`config.mk`:
```
export PLATFORM = sky130hd
export DESIGN_NAME = if_fetch_unit
export DESIGN_NICKNAME = d
export VERILOG_FILES = /design/src/rtl/if_fetch_unit.sv
export SDC_FILE = /design/constraint.sdc
export NUM_CORES = 1
export LEC_CHECK = 0
export BUFFER_PORTS_ARGS = -buffer_cell sky130_fd_sc_hd__buf_4
export CAP_MARGIN = 20
export CORE_MARGIN = 2
export CORE_UTILIZATION = 40
export DETAILED_ROUTE_END_ITERATION = 10
export PLACE_DENSITY_LB_ADDON = 0.15
export SETUP_SLACK_MARGIN = 0.2
export SYNTH_ARGS = -nofsm -noshare
export SYNTH_HDL_FRONTEND = slang
export SYNTH_SLANG_ARGS = --single-unit
```
`constraint.sdc`:
```
create_clock -name clk -period 2 [get_ports clk]
set_input_delay 0.4 -clock clk [delete_from_list [all_inputs] [get_ports clk]]
set_output_delay 0.4 -clock clk [all_outputs]
set_load 0.01 [all_outputs]
```
`src/rtl/if_fetch_unit.sv`:
```
// Instruction fetch unit: drives PC requests to instruction memory and feeds the IF/ID register.
// Latency: with a same-cycle ack, the instruction appears on PR0_* one cycle after its address.
// Backpressure: stall parks one extra returned word in a skid slot, then holds requests until it drains.
module if_fetch_unit #(
  parameter int ADDRESS_LEN     = 12,
  parameter int INSTRUCTION_LEN = 19
) (
  input  logic                       clk,
  input  logic                       rst,
  input  logic                       stall,
  input  logic                       branch_taken,
  input  logic [ADDRESS_LEN-1:0]     branch_target,
  output logic                       imem_req,
  output logic [ADDRESS_LEN-1:0]     imem_addr,
  input  logic                       imem_ack,
  input  logic [INSTRUCTION_LEN-1:0] imem_rdata,
  output logic [INSTRUCTION_LEN-1:0] PR0_instruction,
  output logic [ADDRESS_LEN-1:0]     PR0_PC_plus1,
  output logic                       PR0_valid
);

  // FETCH: request at pc. FULL: skid holds a word, no request.
  // DRAIN: wait out a request abandoned by a redirect.
  typedef enum logic [1:0] {
    FETCH = 2'd0,
    FULL  = 2'd1,
    DRAIN = 2'd2
  } state_t;

  state_t                     state_q, state_d;
  logic [ADDRESS_LEN-1:0]     pc_q, pc_d;
  logic [ADDRESS_LEN-1:0]     drain_addr_q, drain_addr_d;
  logic                       out_vld_q, out_vld_d;
  logic [INSTRUCTION_LEN-1:0] out_instr_q, out_instr_d;
  logic [ADDRESS_LEN-1:0]     out_pcp1_q, out_pcp1_d;
  logic [INSTRUCTION_LEN-1:0] skid_instr_q, skid_instr_d;
  logic [ADDRESS_LEN-1:0]     skid_pcp1_q, skid_pcp1_d;

  logic                       consumed;
  logic [ADDRESS_LEN-1:0]     pc_inc;

  // Memory request side: no request while held in reset or while the skid is occupied.
  always_comb begin
    imem_req  = !rst && (state_q != FULL);
    imem_addr = (state_q == DRAIN) ? drain_addr_q : pc_q;
  end

  // Outputs come straight from the output-slot registers.
  always_comb begin
    PR0_instruction = out_instr_q;
    PR0_PC_plus1    = out_pcp1_q;
    PR0_valid       = out_vld_q;
  end

  // Next-state and slot update logic; redirect outranks stall and ack.
  always_comb begin
    state_d      = state_q;
    pc_d         = pc_q;
    drain_addr_d = drain_addr_q;
    out_vld_d    = out_vld_q;
    out_instr_d  = out_instr_q;
    out_pcp1_d   = out_pcp1_q;
    skid_instr_d = skid_instr_q;
    skid_pcp1_d  = skid_pcp1_q;

    consumed = out_vld_q && !stall;
    pc_inc   = pc_q + ADDRESS_LEN'(1);  // wraps modulo 2^ADDRESS_LEN

    if (branch_taken) begin
      // Redirect: drop the output slot (instr zeroed so PR0 shows a NOP) and any skid word.
      pc_d        = branch_target;
      out_vld_d   = 1'b0;
      out_instr_d = '0;
      unique case (state_q)
        FETCH: begin
          if (!imem_ack) begin
            // The in-flight request still owes us an ack; keep its address stable.
            drain_addr_d = pc_q;
            state_d      = DRAIN;
          end else begin
            state_d = FETCH;
          end
        end
        FULL:    state_d = FETCH;
        DRAIN:   state_d = imem_ack ? FETCH : DRAIN;
        default: state_d = FETCH;
      endcase
    end else begin
      unique case (state_q)
        FETCH: begin
          if (imem_ack) begin
            if (!out_vld_q || !stall) begin
              out_vld_d   = 1'b1;
              out_instr_d = imem_rdata;
              out_pcp1_d  = pc_inc;
            end else begin
              // Output is held this cycle; park the word and stop requesting.
              skid_instr_d = imem_rdata;
              skid_pcp1_d  = pc_inc;
              state_d      = FULL;
            end
            pc_d = pc_inc;
          end else if (consumed) begin
            out_vld_d   = 1'b0;
            out_instr_d = '0;
          end
        end
        FULL: begin
          if (!stall) begin
            out_vld_d   = 1'b1;
            out_instr_d = skid_instr_q;
            out_pcp1_d  = skid_pcp1_q;
            state_d     = FETCH;
          end
        end
        DRAIN: begin
          // Returned data belongs to the abandoned path and is dropped.
          if (imem_ack) state_d = FETCH;
        end
        default: state_d = FETCH;
      endcase
    end
  end

  // State registers with synchronous reset; reset abandons any outstanding request.
  always_ff @(posedge clk) begin
    if (rst) begin
      state_q      <= FETCH;
      pc_q         <= '0;
      drain_addr_q <= '0;
      out_vld_q    <= 1'b0;
      out_instr_q  <= '0;
      out_pcp1_q   <= '0;
      skid_instr_q <= '0;
      skid_pcp1_q  <= '0;
    end else begin
      state_q      <= state_d;
      pc_q         <= pc_d;
      drain_addr_q <= drain_addr_d;
      out_vld_q    <= out_vld_d;
      out_instr_q  <= out_instr_d;
      out_pcp1_q   <= out_pcp1_d;
      skid_instr_q <= skid_instr_d;
      skid_pcp1_q  <= skid_pcp1_d;
    end
  end

endmodule

```
Yosys cells after proc, flatten, opt, wreduce, memory -nomap -nowiden:

Cells that the tools add are included.

* add/subtract/negate cells: 1
* equal/unequal tests: 12
* mux-type cells: 26
* bitwise gates (word level): 3
* reductions and logical operators: 18

Operators with widths (count)
* 2-to-1 mux 12 bit: 7
* 2-to-1 mux 19 bit: 4
* case mux 19 bit (2 select lines): 1
* case mux 12 bit (2 select lines): 1
* != test 3 bit, second input constant: 6
* 2-to-1 mux 2 bit: 7
* adder 12 x 1 -> 12 bit, second input constant: 1
* AND reduction 4 bit: 3
* != test 2 bit, second input constant: 3
* case mux 2 bit (3 select lines): 1
* nonzero test 2 bit: 3
* AND reduction 5 bit: 1
* 2-to-1 mux 1 bit: 4
* OR reduction 2 bit: 2
* zero test 1 bit: 3
* NOT 1 bit: 3
* AND reduction 3 bit: 1
* equality test 2 x 1 -> 1 bit, second input constant: 1
* equality test 2 bit, second input constant: 1
* logical AND 1 bit: 2
* zero test 2 bit: 1
* != test 2 x 1 -> 1 bit, second input constant: 1
* case mux 1 bit (2 select lines): 1
* AND reduction 2 bit: 1
* logical OR 1 bit: 1

* bits in registers: 89
* input bits: 36
* output and inout port bits: 45
* logic and storage cells: 68

Longest topological paths before layout:

Gate-level depths: netlist of run 1.

* word-level depth: 6
* mapped depth: 7
* mapped depth without buffers: 5

Worst setup path after synthesis of run 1:

No wires, ideal clock.

* path type: input to register
* start point: input imem_ack
* end point: register skid_instr_q[0]
* arrival time: 1.726 ns
* data required time: 1.868 ns
* slack: 0.142 ns
* stages on the path: 7
* buffers on the path: 3
* cells stage by stage: buf_2 > or3b_1 > or3_1 > clkbuf_1 > clkbuf_1 > nand2_1 > a21oi_1

* word-level cells in the longest chain between the ends: 1

Ends and longest elaborated chain
* start, declared: RTL line 15 `input logic imem_ack,`
* AND reduction 4 bit (no line)
* end signal, assigned: RTL line 143 `skid_instr_q <= skid_instr_d;`
* end, declared: RTL line 36 `logic [INSTRUCTION_LEN-1:0] skid_instr_q, skid_instr_d;`

No other way between the ends.
A chain may end at the register's enable or synchronous reset.

Final worst setup path of run 1:

* start point: register state_q[1]
* end point: output imem_addr[10]

* word-level cells in the longest chain between the ends: 2

Ends and longest elaborated chain
* start, declared: RTL line 30 `state_t state_q, state_d;`
* start signal, assigned: RTL line 137 `state_q <= state_d;`
* equality test 2 bit: RTL line 45 `imem_addr = (state_q == DRAIN) ? drain_addr_q : pc_q;`
* 2-to-1 mux 12 bit: RTL line 45
* end, declared: RTL line 14 `output logic [ADDRESS_LEN-1:0] imem_addr,`

No other way between the ends.

==> impl_results.md, run 1 <==
* Outcome: completed
* Instance count on the critical path at 6
* Share of the synthesized area in the top cell type at 0.443
* Syn nets at 559
* Final Setup Violations at 0
* Source of the worst hold timing path: branch_target[0]
* Commonest non-fill, non-tap cell in the layout: nand2_1
* Cells on worst reg2reg path at 5
* Antenna Nets Post-Route at 0
* Netlist Area Pre-Place at 0.00402 mm2
* Max-Slew Margin vs Limit at 0.668
* DR iter-0 viols at 238
* Sw Pwr at 1020 uW
* GRT Overall Usage at 0.197
* # diodes at 0
* Hold Violations, Final at 0
* Worst-path cell chain: buf_6 > nor2b_4 > buf_8 > nand2_2 > o21ai_2 > buf_4
* Slowest CP cell: dfxtp_2
* Compound-Gate Fraction of Synth Area at 0.186
* Cts bufs inserted at 9
* Post-synth cell types at 47
* Slew Limit Fails at 0
* Initial Utilization at 0.411
* Simple-gate portion of the synthesized area at 0.284
* Largest net degree at the start of global routing at 41
* Post-DP HPWL at 7310 um
* DR vias/cell at 5.32
* PD cells at 726 mW/mm2
* Final wirelength at 11200 um
* Synth-to-layout area growth at 37.1%
* Largest family of logic cells by synthesized area: simple AND/OR/NAND/NOR gates
* Worst-path clk slew at 0.09 ns
* Initial antenna violation count at 0
* Actual slew at the worst max-slew pin at 0.497 ns
* Critical Path AT at 1.41 ns
* Unrepaired setup endpoints after global routing: true
* Crit path max fanout at 7
* Hold-fix buffers, CTS at 0
* DIE WIDTH at 104 um
* Seq cells post-synth at 89
* First-pass GRT wire length at 17400 um
* Critical R2R Capture: PR0_PC_plus1[8]
* EDFF count, synth at 0
* FP Rows at 36
* Sequential area share after synthesis at 0.443
* Routability Congestion at 0.798
* Async S/R FF share, synth at 0
* Delay-heaviest family, CP: buffers and inverters
* Synth area leader: dfxtp_1
* Tcrit/Tclk final at 0.906
* Fin nets at 653
* Final Critical Period at 1.81 ns
* Vias at 4009
* Max frequency at 552 MHz
* Max incr delay on CP at 0.36 ns
* Most frequent cells in the layout: 119 x nand2_1, 115 x buf_4, 81 x dfxtp_1
* H-tree depth at 3
* Die Span Y at 104 um
* Residual DRC at 0
* Total of max-cap violations at 0
* Filler instances at 902
* Worst VDD drop at 0.399 mV
* Ys Warns at 0
* Adder-cell area share of the yosys netlist at 0.00311
* Die area at 0.0109 mm2
* Post-Synthesis Cells at 522
* Post-route clock skew at 0.00851 ns
* Layout cell share with drive strength beyond 1 at 0.320
* P_leak at 0.00218 uW
* Number of iterations in the first detailed-routing pass at 4
* Avg Cell Area, Syn at 7.70 um2
* CORE AREA at 0.00977 mm2
* Vias in the first global route at 3535
* Critical Setup Path Class: flip-flop to output port
* Hold EP: pc_q[0]
* Internal cell power at 2980 uW
* Clk pwr share at 0.384
* Ranking of synthesized cells by area: dfxtp_1 44%, nand2_1 13%, a311oi_1 5.9%
* Hold Path Stages at 2
* Primary FF master, synth: dfxtp_1
* PnR Total Power at 4000 uW
* Io pins at 81
* Nature of the critical path endpoint: output port
* Synth Area in XOR/XNOR at 0.0262
* Clk sink count at 89
* Drt wl/cell at 14.8 um
* Register-to-Register Setup Slack at 0.22 ns
* Clock Tree Root: clkbuf_8
* Post-route setup TNS at 0 ns
* R2R Path Start: pc_q[1]
* Sw Share at 0.254
* CP bufs+invs at 3
* Logic pwr share at 0.146
* Worst EP required at 1.60 ns
* Worst setup path startpoint: state_q[1]
* Worst min-delay path category: input pin to flip-flop
* Total grt overflow at 0
* Final Core Density at 0.564
* Port Buffer Count at 80
* CTS tree: built
* Clock Tree Buf Depth at 2
* Skew-Pair Late Insertion Delay at 0.36 ns
* CP Launch Type: flip-flop
* Multiplexer area fraction after synthesis at 0.00249
* Part of the power in registers at 0.471
worst reg2reg max path, cell delays in order, from the launching register on:
cell and delay [ns]:
dfxtp_1 0.39, ha_2 0.24, nand3_2 0.14, or3_2 0.50, a311oi_1 0.32, a31o_2 0.15
registers in the layout, indices dropped and copies added, names as in the netlist:
register         count
PR0_PC_plus1        12
PR0_instruction     19
skid_instr_q        19
state_q              2
PR0_valid            1
pc_q                12
drain_addr_q        12
skid_pcp1_q         12
cells by family (layout without fill, tap and decap cells):
logic type               count (synthesis)  after routing
flip-flops                              89             89
XOR/XNOR                                12             12
buffers and inverters                   54            153
AO/OA/AOI/OAI                          110            110
AND/OR/NAND/NOR                        255            255
multiplexers                             1              1
adder cells (fa/ha/maj)                  1              1
per-stage QoR:
step                hold slack (ns)  cell area (um2)  setup slack [ns]  std cells
floorplan                     0.437             4050             0.202        522
global placement              0.442             4910             0.132        722
detailed placement            0.448             4910             0.112        722
CTS                           0.269             5250             0.108        744
global route                  0.275             5510             0.106        754
finish                        0.286             5510             0.188        754
synth_stat cells (5+ instances only):
library cell    n
nor3_1         11
nor2_1         46
nand2_1       134
dfxtp_1        89
nand3_1        30
xor2_1          6
xnor2_1         6
a211oi_1       11
or3_1           5
o21ai_0        14
a21oi_1        39
buf_2          10
clkbuf_1       39
a311oi_1       27
cell type report:
type                            instances  area, um2  area share
Multi-Input combinational cell        379       2160       0.391
Clock buffer                           10        138      0.0250
Tap cell                              133        166      0.0302
Timing Repair Buffer                  134       1130       0.205
Clock inverter                          6        114      0.0207
Inverter                                3       11.3     0.00204
Sequential cell                        89       1790       0.326
power by group through the flow:
stage          Sequential (uW)  Combinational, uW  Clock [uW]
6_report                  1880                582        1540
4_1_cts                   1880                543        1580
3_5_place_dp              1920                531           0
3_3_place_gp              1920                526           0
5_1_grt                   1890                637        1640
2_1_floorplan             1920                283           0
what timing repair did:
item	4_1_cts	5_1_grt
gates resized for setup	15	46
endpoints found under the setup margin	20	43
gates cloned	1	1
pin swaps	3	19
setup buffers	5	9
metal layers:
| layer | global-route usage | part of all wire |
|---|---|---|
| met5 | 0 | 0 |
| met4 | 0.0676 | 0.013 |
| met3 | 0.0388 | 0.049 |
| met2 | 0.345 | 0.50 |
| met1 | 0.242 | 0.44 |
worst max-delay path by stage:
| stage | endpoint | slack, ns |
|---|---|---|
| 2_1_floorplan | PR0_PC_plus1[9] | 0.20 |
| 3_3_place_gp | skid_instr_q[16] | 0.13 |
| 3_5_place_dp | skid_instr_q[6] | 0.11 |
| 4_1_cts | imem_addr[10] | 0.11 |
| 5_1_grt | imem_addr[1] | 0.11 |
| 6_report | imem_addr[10] | 0.19 |
(Power assumes the default switching activity.)
==> run 2: changes to the inputs <==
==> constraint.sdc (replaced) <==
create_clock -name clk -period 2.2 [get_ports clk]
set_input_delay 0.22 -clock clk [delete_from_list [all_inputs] [get_ports clk]]
set_output_delay 0.22 -clock clk [all_outputs]
set_load 0.01 [all_outputs]
==> run 2 against run 1 <==
- critical endpoint is now pc_q[11]
- sequential share of layout area grew 3.1 points
- worst setup slack better by 0.072 ns
- largest cell class unchanged
- combinational power down 23%
- largest power group unchanged
==> impl_results.md, run 2 (synthesis results as in run 1) <==
* Outcome: completed
* Clk sink count at 89 (unchanged)
* R2R Path Start: pc_q[2]
* DR vias/cell at 5.24 (-1.5%)
* Vias at 3791 (-5.4%)
* Most frequent cells in the layout: 134 x nand2_1, 105 x buf_4, 87 x dfxtp_1
* Post-route clock skew at 0.00916 ns (+0.000651 ns)
* Max frequency at 515 MHz
* Worst VDD drop at 0.341 mV (-15%)
* Unrepaired setup endpoints after global routing: true
* # diodes at 0 (unchanged)
* Die area at 0.0109 mm2 (unchanged)
* Source of the worst hold timing path: imem_rdata[9]
* Clock Tree Buf Depth at 2 (unchanged)
* DP Area at 0.00479 mm2 (-2.4%)
* Number of iterations in the first detailed-routing pass at 5 (+1)
* CTS tree: built
* Antenna Nets Post-Route at 0 (unchanged)
* Total of max-cap violations at 0 (unchanged)
* Actual slew at the worst max-slew pin at 0.612 ns (+0.115 ns)
* Max-Slew Margin vs Limit at 0.592 (-0.0754)
* First-pass GRT wire length at 17500 um (+0.63%)
* Final worst slack at 0.260 ns (+0.0716 ns)
* Crit path max fanout at 9 (+2)
* Die Span Y at 104 um (unchanged)
* Io pins at 81 (unchanged)
* Slew Limit Fails at 0 (unchanged)
* Nature of the critical path endpoint: flip-flop
* Worst setup path startpoint: pc_q[2]
* Final Setup Violations at 0 (unchanged)
* Final Core Density at 0.512 (-0.0521)
* Placement-stage worst setup slack at 0.245 ns (+0.133 ns)
* Routability Congestion at 0.784 (-1.8%)
* CORE AREA at 0.00977 mm2 (unchanged)
* Cells on worst reg2reg path at 4 (-1)
* Tcrit/Tclk final at 0.882
* Critical Path AT at 2.21 ns (+0.80 ns)
* Cts bufs inserted at 9 (unchanged)
* Clock Tree Root: clkbuf_8
* Port Buffer Count at 80 (unchanged)
* GRT Overall Usage at 0.200 (+0.00233)
* Final wirelength at 10600 um (-5.1%)
* Hold Path Stages at 3 (+1)
* Initial antenna violation count at 0 (unchanged)
* Worst EP required at 2.47 ns (+0.87 ns)
* FP Rows at 36 (unchanged)
* Hold Violations, Final at 0 (unchanged)
* Commonest non-fill, non-tap cell in the layout: nand2_1
* Design area at 0.00500 mm2 (-9.2%)
* Skew-Pair Late Insertion Delay at 0.36 ns (about the same)
* P_leak at 0.00194 uW (-11%)
* Residual DRC at 0 (unchanged)
* Initial Utilization at 0.411 (unchanged)
* Vias in the first global route at 3586 (+1.4%)
* CP Launch Type: flip-flop
* Hold-fix buffers, CTS at 0 (unchanged)
* Synth-to-layout area growth at 24.4%
* Layout cell share with drive strength beyond 1 at 0.227 (-0.0937)
* Fin nets at 625 (-4.3%)
* DIE WIDTH at 104 um (unchanged)
* Final Critical Period at 1.94 ns
* H-tree depth at 3 (unchanged)
* Largest net degree at the start of global routing at 58 (+41%)
* Drt wl/cell at 14.7 um (-1.2%)
* Critical Setup Path Class: flip-flop to flip-flop
* PD cells at 672 mW/mm2 (-7.4%)
* DR iter-0 viols at 155 (-35%)
* Worst-path clk slew at 0.09 ns (about the same)
* Post-DP HPWL at 7290 um (-0.32%)
* Total grt overflow at 0 (unchanged)
* Worst min-delay path category: input pin to flip-flop
* Post-route setup TNS at 0 ns (unchanged)
==> run 2: changes by cell type in the layout (fill, tap and decap cells not counted), moves of 2 or more <==
cell      delta
clkbuf_1     +2
buf_12       -3
dfxtp_1      +6
buf_6       -13
nor2b_4      -2
nand2_1     +15
dfxtp_2      -5
nand2_2     -14
buf_4       -10
nor4_1       +2
==> run 2: what timing repair did <==
action / in CTS / in global routing
hold endpoints to repair: 0 / 0
buffers inserted: 0 / 0
endpoints found under the setup margin: 0 / 26
resized for setup: 0 / 3
==> run 2: layout make-up <==
class / count / area (um2)
clock buffers: 11 / 131
repair buffers: 106 / 808
inverters: 3 / 11.3
well taps: 133 / 166
flip-flops and latches: 89 / 1780
multi-input cells: 379 / 2030
fillers: 980 / 4770
clock inverters: 3 / 67.6
==> run 2: path summary, 6_finish.rpt <==
check / to / slack, ns
worst max-delay path: pc_q[11] / 0.26
worst min register to register: drain_addr_q[10] / 0.46
worst min-delay path: skid_instr_q[9] / 0.11
worst max register to register: pc_q[11] / 0.26
==> run 2: power breakdown <==
| group | switching [uW] | internal, uW | leakage (uW) |
|---|---|---|---|
| Combinational | 247 | 204 | 0.00112 |
| Clock | 562 | 629 | 0.0000955 |
| Sequential | 53.6 | 1670 | 0.000725 |
==> run 2: per-stage QoR <==
stage | hold WS, ns | cells | total power [uW]
after CTS | 0.0957 | 724 | 3390
final | 0.106 | 724 | 3360
after global placement | 0.442 | 710 | 2210
after floorplan | 0.356 | 522 | 2000
after detailed placement | 0.447 | 710 | 2210
after global routing | 0.108 | 724 | 3510
==> run 2: per-layer routing <==
layer	global-route usage	vias to the layer above	routed length, um	part of all wire
met5	0	-	0	0
met3	0.0282	17	383	0.036
met4	0.0801	0	210	0.020
li1	-	1939	-	-
met2	0.349	93	5260	0.50
met1	0.248	1742	4760	0.45
==> run 2: critical path, stage by stage (launching register included) <==
cell and delay (ns):
dfxtp_1 0.52, nand4_1 0.27, or4_4 0.49, or3_1 0.33, a311oi_1 0.25
